File: src/rtl/sel_arbiter_pkg.sv
// Shared definitions for the two-source select arbiter: state encoding,
// mux select values and parameter defaults.
package sel_arbiter_pkg;

  typedef enum logic [1:0] {
    IDLE  = 2'd0,
    GNT_A = 2'd1,
    GNT_B = 2'd2,
    GUARD = 2'd3
  } state_t;

  localparam logic SEL_A = 1'b0;
  localparam logic SEL_B = 1'b1;

  localparam int MAX_HOLD_DEFAULT     = 8;
  localparam int GUARD_CYCLES_DEFAULT = 1;

  // Wide enough for the largest legal hold count (MAX_HOLD up to 255).
  localparam int CNT_WIDTH = 8;

endpackage

File: src/rtl/sel_arbiter_cnt.sv
// Shared hold/guard cycle counter. Clears on load, advances while enabled,
// and flags when the running count equals the supplied terminal value.
module sel_arbiter_cnt #(
  parameter int WIDTH = 8
) (
  input  logic             clk,
  input  logic             rst,
  input  logic             load,
  input  logic             en,
  input  logic [WIDTH-1:0] term,
  output logic             tc
);

  logic [WIDTH-1:0] count;

  // Count cycles spent in the current state; a state change restarts from zero.
  always_ff @(posedge clk or posedge rst) begin
    if (rst) begin
      count <= '0;
    end else if (load) begin
      count <= '0;
    end else if (en) begin
      count <= count + WIDTH'(1);
    end
  end

  assign tc = (count == term);

endmodule

File: src/rtl/sel_arbiter.sv
// Two-source grant arbiter driving the select of a downstream 2:1 mux.
// A grant lasts until the owner releases (done or request drop) or the hold
// limit is reached, followed by a guard gap with no grant.
// Optional feature: define SEL_ARBITER_ROUND_ROBIN_EN to resolve ties by
// alternating winners; otherwise source a always wins a tie.
module sel_arbiter
  import sel_arbiter_pkg::*;
#(
  parameter int MAX_HOLD     = MAX_HOLD_DEFAULT,
  parameter int GUARD_CYCLES = GUARD_CYCLES_DEFAULT
) (
  input  logic clk,
  input  logic rst,
  input  logic req_a,
  input  logic req_b,
  input  logic done_a,
  input  logic done_b,
  output logic sel,
  output logic gnt_a,
  output logic gnt_b,
  output logic busy
);

  localparam logic [CNT_WIDTH-1:0] HOLD_TERM  = CNT_WIDTH'(MAX_HOLD - 1);
  localparam logic [CNT_WIDTH-1:0] GUARD_TERM = CNT_WIDTH'(GUARD_CYCLES - 1);

  state_t               state;
  state_t               state_next;
  logic                 cnt_load;
  logic                 cnt_en;
  logic [CNT_WIDTH-1:0] cnt_term;
  logic                 cnt_tc;
  logic                 tie_to_b;

  // One counter serves both the hold limit and the guard gap.
  sel_arbiter_cnt #(
    .WIDTH (CNT_WIDTH)
  ) u_cnt (
    .clk  (clk),
    .rst  (rst),
    .load (cnt_load),
    .en   (cnt_en),
    .term (cnt_term),
    .tc   (cnt_tc)
  );

  assign cnt_load = (state_next != state);
  assign cnt_en   = (state != IDLE);

`ifdef SEL_ARBITER_ROUND_ROBIN_EN
  logic last_b;

  // Remember who released last so the other source wins the next tie.
  always_ff @(posedge clk or posedge rst) begin
    if (rst) begin
      last_b <= 1'b1;
    end else if (state == GNT_A && state_next == GUARD) begin
      last_b <= 1'b0;
    end else if (state == GNT_B && state_next == GUARD) begin
      last_b <= 1'b1;
    end
  end

  assign tie_to_b = ~last_b;
`else
  assign tie_to_b = 1'b0;
`endif

  // State register.
  always_ff @(posedge clk or posedge rst) begin
    if (rst) begin
      state <= IDLE;
    end else begin
      state <= state_next;
    end
  end

  // Arbitration, release and guard sequencing.
  always_comb begin
    state_next = state;
    cnt_term   = HOLD_TERM;
    case (state)
      IDLE: begin
        if (req_a && (!req_b || !tie_to_b)) begin
          state_next = GNT_A;
        end else if (req_b) begin
          state_next = GNT_B;
        end
      end
      GNT_A: begin
        if (done_a || !req_a || cnt_tc) begin
          state_next = GUARD;
        end
      end
      GNT_B: begin
        if (done_b || !req_b || cnt_tc) begin
          state_next = GUARD;
        end
      end
      GUARD: begin
        cnt_term = GUARD_TERM;
        if (cnt_tc) begin
          state_next = IDLE;
        end
      end
      default: begin
        state_next = IDLE;
      end
    endcase
  end

  // Registered outputs decoded from the upcoming state; sel holds outside grants.
  always_ff @(posedge clk or posedge rst) begin
    if (rst) begin
      gnt_a <= 1'b0;
      gnt_b <= 1'b0;
      busy  <= 1'b0;
      sel   <= SEL_A;
    end else begin
      gnt_a <= (state_next == GNT_A);
      gnt_b <= (state_next == GNT_B);
      busy  <= (state_next != IDLE);
      if (state_next == GNT_A) begin
        sel <= SEL_A;
      end else if (state_next == GNT_B) begin
        sel <= SEL_B;
      end
    end
  end

endmodule
File: config.mk
export PLATFORM = sky130hd
export DESIGN_NAME = sel_arbiter
export DESIGN_NICKNAME = d
export VERILOG_FILES = /design/src/rtl/sel_arbiter_pkg.sv /design/src/rtl/sel_arbiter_cnt.sv /design/src/rtl/sel_arbiter.sv
export SDC_FILE = /design/constraint.sdc
export NUM_CORES = 1
export LEC_CHECK = 0
export BUFFER_PORTS_ARGS = -buffer_cell sky130_fd_sc_hd__clkbuf_2
export CAP_MARGIN = 10
export CORE_MARGIN = 10
export CORE_UTILIZATION = 30
export DETAILED_ROUTE_END_ITERATION = 8
export HOLD_SLACK_MARGIN = 0.05
export PLACE_DENSITY = 0.48
export SYNTH_ARGS = -nofsm -noshare
export SYNTH_HDL_FRONTEND = slang
export SYNTH_SLANG_ARGS = --single-unit
File: constraint.sdc
create_clock -name clk -period 2 [get_ports clk]
set_input_delay 0.2 -clock clk [delete_from_list [all_inputs] [get_ports clk]]
set_output_delay 0.2 -clock clk [all_outputs]
set_load 0.02 [all_outputs]
# Yosys cells after proc, flatten, opt, wreduce, memory -nomap -nowiden
# Index checks and enable logic that the tools add are counted.
classes:
  n_addsub: 1
  n_eq_ne: 7
  muxes: 11
  n_reduce_logical: 11
ops:
  columns: ["operator", "count"]
  rows:
  - ["$mux 8", 2]
  - ["$mux 2", 5]
  - ["$add 8x1->8 const B", 1]
  - ["$eq 8x3->1", 1]
  - ["$pmux 2 s4", 1]
  - ["$reduce_bool 2->1", 4]
  - ["$eq 2x2->1 const B", 3]
  - ["$eq 2x1->1 const B", 2]
  - ["$logic_or 1x1->1", 4]
  - ["$mux 3", 1]
  - ["$logic_not 1->1", 2]
  - ["$logic_not 2->1", 1]
  - ["$mux 1", 2]
  - ["$ne 2x2->1", 1]
word_totals:
  regBits: 14
  in_bits: 6
  output_inout_bits: 4
  wordCells: 36

# Depth between registers and ports, before layout
logic_depth:
  ltp_word: 9
  depth_mapped: 7

# Modules after synthesis
# A second synthesis with hierarchy kept.
hier_totals:
  hier_cells: 85
  hier_area_um2: 833.3
modules_own_cells:
  columns: ["module", "instances", "cells_per_inst", "area_per_inst_um2", "seq_area_each_um2"]
  rows:
  - ["sel_arbiter_cnt", 1, 50, 478.0, 200.2]
  - ["sel_arbiter", 1, 35, 355.3, 150.1]

# Worst setup path before layout
# Ideal clock, no wire load.
synth_path:
  kind: "reg2reg"
  from: "reg u_cnt.count[0]"
  to: "reg sel"
  setup_time_ns: 0.079
  arrival_time_ns: 1.839
  required_ns: 1.921
  slack_ns: 0.081
  stages_incl_launch_ff: 7
  period_less_slack_ns: 1.919
  cell_sequence: "dfrtp_1 > and4bb_4 > o211ai_4 > or3b_4 > o21a_1 > ha_1 > mux2i_1"
synth_via:
  elab_chain_cells: 6
synth_rtl:
  columns: ["item", "line", "text"]
  rows:
  - ["start: declaration", "sel_arbiter_cnt.sv:14", "logic [WIDTH-1:0] count;"]
  - ["start signal: assignment", "sel_arbiter_cnt.sv:23", "count <= count + WIDTH'(1);"]
  - ["$eq 8x3->1 *", "sel_arbiter_cnt.sv:27", "assign tc = (count == term);"]
  - ["$logic_or 1x1->1, on equally long branches", "sel_arbiter.sv:96, sel_arbiter.sv:91", null]
  - ["$mux 2, on equally long branches", "sel_arbiter.sv:96, sel_arbiter.sv:91", null]
  - ["$pmux 2 s4 *", "sel_arbiter.sv:82", "case (state)"]
  - ["named net state_next[0]", "sel_arbiter.sv:28", "state_t state_next;"]
  - ["$eq 2x1->1 / $eq 2x2->1 (equally long branches)", "sel_arbiter.sv:123, sel_arbiter.sv:125", null]
  - ["$mux 1 / $reduce_bool 2->1 (equally long branches)", null, null]
  - ["end signal: assignment", "sel_arbiter.sv:118", "sel <= SEL_A;"]
  - ["end signal: assignment", "sel_arbiter.sv:124", "sel <= SEL_A;"]
  - ["end signal: assignment", "sel_arbiter.sv:126", "sel <= SEL_B;"]
  - ["end: declaration", "sel_arbiter.sv:18", "output logic sel,"]
# Mark *: on every way through the listed nets, which the timed path passes. The rest lies on a longest branch.
# A chain may end at the register's enable or synchronous reset.

# Worst setup path in the final report
layout_path:
  from: "reg u_cnt.count[1]"
  to: "reg sel"
# The elaborated chain is that of the path after synthesis.

==> impl_metrics.json <==
{
  "synth_compound_area_share_pct": 15.7,
  "finalSetupTns_ps": 0,
  "p_leak_nw": 0.416,
  "clockBufferDepth": 2,
  "synth_top_flop_cell": "dfrtp_1",
  "rows": 18,
  "synth-adder-area-share_pct": 6.35,
  "yosysMostFrequentCell": "dfrtp_1",
  "synthToLayoutAreaGrowth_pct": 21.1,
  "synth_top_cell_area_share_pct": 44.4,
  "die_w_microns": 71.3,
  "ys_ff_latch": 14,
  "max-vdd-ir-drop_v": 0.000618,
  "grt_pass1_vias": 579,
  "synth.area.top_cells": "dfrtp_1 44%, ha_1 6.3%, a211oi_4 5.1%",
  "post_drt_wl_per_cell_microns": 13.2,
  "yosysWarningCount": 0,
  "synth_nets": 82,
  "cts.sinks": 14,
  "cts_tree": "done",
  "synthTopCellsByCount": "14 x dfrtp_1, 7 x nor2_1, 6 x nor3_1",
  "fp.coreArea_sq_mm": 0.00250,
  "end_kind": "flip-flop",
  "synth_edf_count": 0,
  "nNetsFinal": 102,
  "synth_xor_area_share_pct": 7.78,
  "worst_setup_path_start_kind": "flip-flop",
  "finalSetupViolations": 0,
  "port_buffers": 9,
  "skew_ps": 6.78,
  "synth_top_family_by_area": "simple AND/OR/NAND/NOR gates",
  "fmax_mhz": 520,
  "min_path_cells": 4,
  "synth.avg_cell_area_sq_um": 10.9,
  "vias": 574,
  "grt_pass1_wl_mm": 2.73,
  "path_class": "reg -> reg",
  "muxShareOfSynthArea_pct": 2.54,
  "p_per_area_mw_per_mm2": 1320,
  "io_pins": 10,
  "dr.pass1.iters": 4,
  "r2r_start": "u_cnt.count[1]",
  "max_cap_viol_count": 0,
  "grt_usage_pct": 6.89,
  "die_area_sq_mm": 0.00508,
  "slew_violations": 0,
  "path_max_fanout": 5,
  "synthArstFlopShare_pct": 100,
  "place.gp.congestion": 0.745,
  "antenna_cells": 0,
  "final.period_utilization_pct": 96.1,
  "ff2ff_path_depth": 6,
  "drc": 0,
  "min_period_ps": 1920,
  "worst_pin_slew_ps": 529,
  "clkSlewWorstSetupHoldPaths_ps": 90,
  "hold_violations": 0,
  "slowest_stage": "dfrtp_1",
  "overflow": 0,
  "whs_ps": 398,
  "max_stage_delay_ps": 430,
  "numCtsBuffers": 3,
  "start_util_pct": 31.5,
  "drive_gt1_share_pct": 29.7,
  "via_per_inst": 4.74,
  "slew_headroom_pct": 64.7,
  "hp-class": "in -> reg",
  "grt_max_degree": 15,
  "ant_nets": 0,
  "outcome": "finished, final reports clean",
  "die_h_microns": 71.3,
  "path_cells": "and4bb_4, o211ai_4, or3b_4, o21a_1, ha_1, mux2i_1",
  "required_ps": 2210,
  "dp_hpwl_mm": 1.20,
  "holdPathEnd": "state[1]",
  "r2r_slack_ps": 80,
  "yosysUniqueCellTypes": 23,
  "synth-simple-area-share_pct": 18.9,
  "r2r-end": "sel",
  "hold_start": "req_b",
  "antenna_found_initial": 0,
  "rsz0062_at_grt": "no",
  "arrival_ps": 2130,
  "routed_wl_mm": 1.59,
  "netlist_area_sq_um": 788,
  "seq_area_frac_synth_pct": 44.4,
  "cts.htree.levels": 1,
  "synth_top_area_cell": "dfrtp_1",
  "clkLatencyLatePin_ps": 290,
  "drtIter0Drc": 34,
  "syn_inst": 72,
  "root_buffer": "clkbuf_4"
}
[routing by layer]
metal | track usage, % | share of wire [%] | vias to the layer above
li1 | - | - | 292
met1 | 8.24 | 48 | 268
met2 | 9.41 | 43 | 10
met3 | 1.79 | 4.3 | 4
met4 | 7.10 | 4.4 | 0
met5 | 0 | 0 | -
[critical path, delay by kind of cell (launching register included)]
family | cells | cell delay [ps]
AO/OA/AOI/OAI | 2 | 200
multiplexers | 1 | 180
adder cells (fa/ha/maj) | 1 | 280
AND/OR/NAND/NOR | 2 | 750
flip-flops | 1 | 430
[metrics by stage]
step / std cells / power [mW] / utilization (%) / area, sq um / worst slack [ps]
2_1_floorplan: 72 / 0.881 / - / 788 / 81.2
3_3_place_gp: 115 / 1.04 / 35.9 / 897 / 100
3_5_place_dp: 115 / 1.05 / 35.9 / 897 / 55.5
4_1_cts: 120 / 1.26 / 37.7 / 943 / 34.8
5_1_grt: 121 / 1.36 / 38.2 / 955 / 7.13
6_report: 121 / 1.26 / 38.2 / 955 / 77.3
[flip-flops by register name (all words and copies together) (netlist names)]
register,flops
busy,1
gnt_a,1
gnt_b,1
sel,1
state,2
u_cnt.count,8
[power breakdown]
part	switching, mW	internal [mW]
sequential	0.0382	0.356
clock	0.0979	0.111
combinational	0.360	0.293
[cells in the final DEF (no fill, tap or decap)]
master	n
clkbuf_4	3
buf_4	7
clkbuf_8	1
nand2_1	4
clkbuf_2	9
o21a_1	2
o211ai_4	1
xnor2_1	4
and3_1	1
nor3_2	1
nor3_1	6
nor2_1	7
o21ai_0	3
dfrtp_1	14
a21oi_2	1
ha_1	4
inv_1	4
a211oi_4	2
o2111ai_1	2
xor2_1	3
mux2i_1	2
nor3b_1	2
or3b_4	1
a21oi_1	2
nor4_1	3
dlygate4sd3_1	1
and4bb_4	1
[kinds of logic (layout without fill, tap and decap cells)]
| family | Yosys count | after routing |
|---|---|---|
| adders and majority gates | 4 | 4 |
| DFF | 14 | 14 |
| xor gates and xnor gates | 7 | 7 |
| muxes | 2 | 2 |
| and+or+nand+nor | 26 | 26 |
| AOI/OAI and AO/OA | 13 | 13 |
| buffers and inverters | 6 | 25 |
[worst max path at each step]
stage | start | to | slack [ps] | cells after the start
finish | u_cnt.count[1] | sel | 80 | 6
global route | u_cnt.count[1] | sel | 7 | 6
CTS | u_cnt.count[0] | sel | 30 | 7
detailed placement | u_cnt.count[0] | sel | 60 | 7
global placement | u_cnt.count[0] | sel | 100 | 7
floorplan | u_cnt.count[0] | sel | 80 | 6
[layout make-up]
class / count / area, sq um
Clock buffer: 4 / 36.3
Fill cell: 248 / 1550
Inverter: 4 / 15.0
Multi-Input combinational cell: 52 / 408
Sequential cell: 14 / 350
Tap cell: 30 / 37.5
Timing Repair Buffer: 17 / 108
[what timing repair did]
action                                 4_1_cts  5_1_grt
setup endpoints to repair                    0        1
endpoints found under the hold margin       14        0
buffers inserted                             0        1
hold buffers                                 1        0
resized for setup                            0        1
Power figures use the tool's default switching activity.
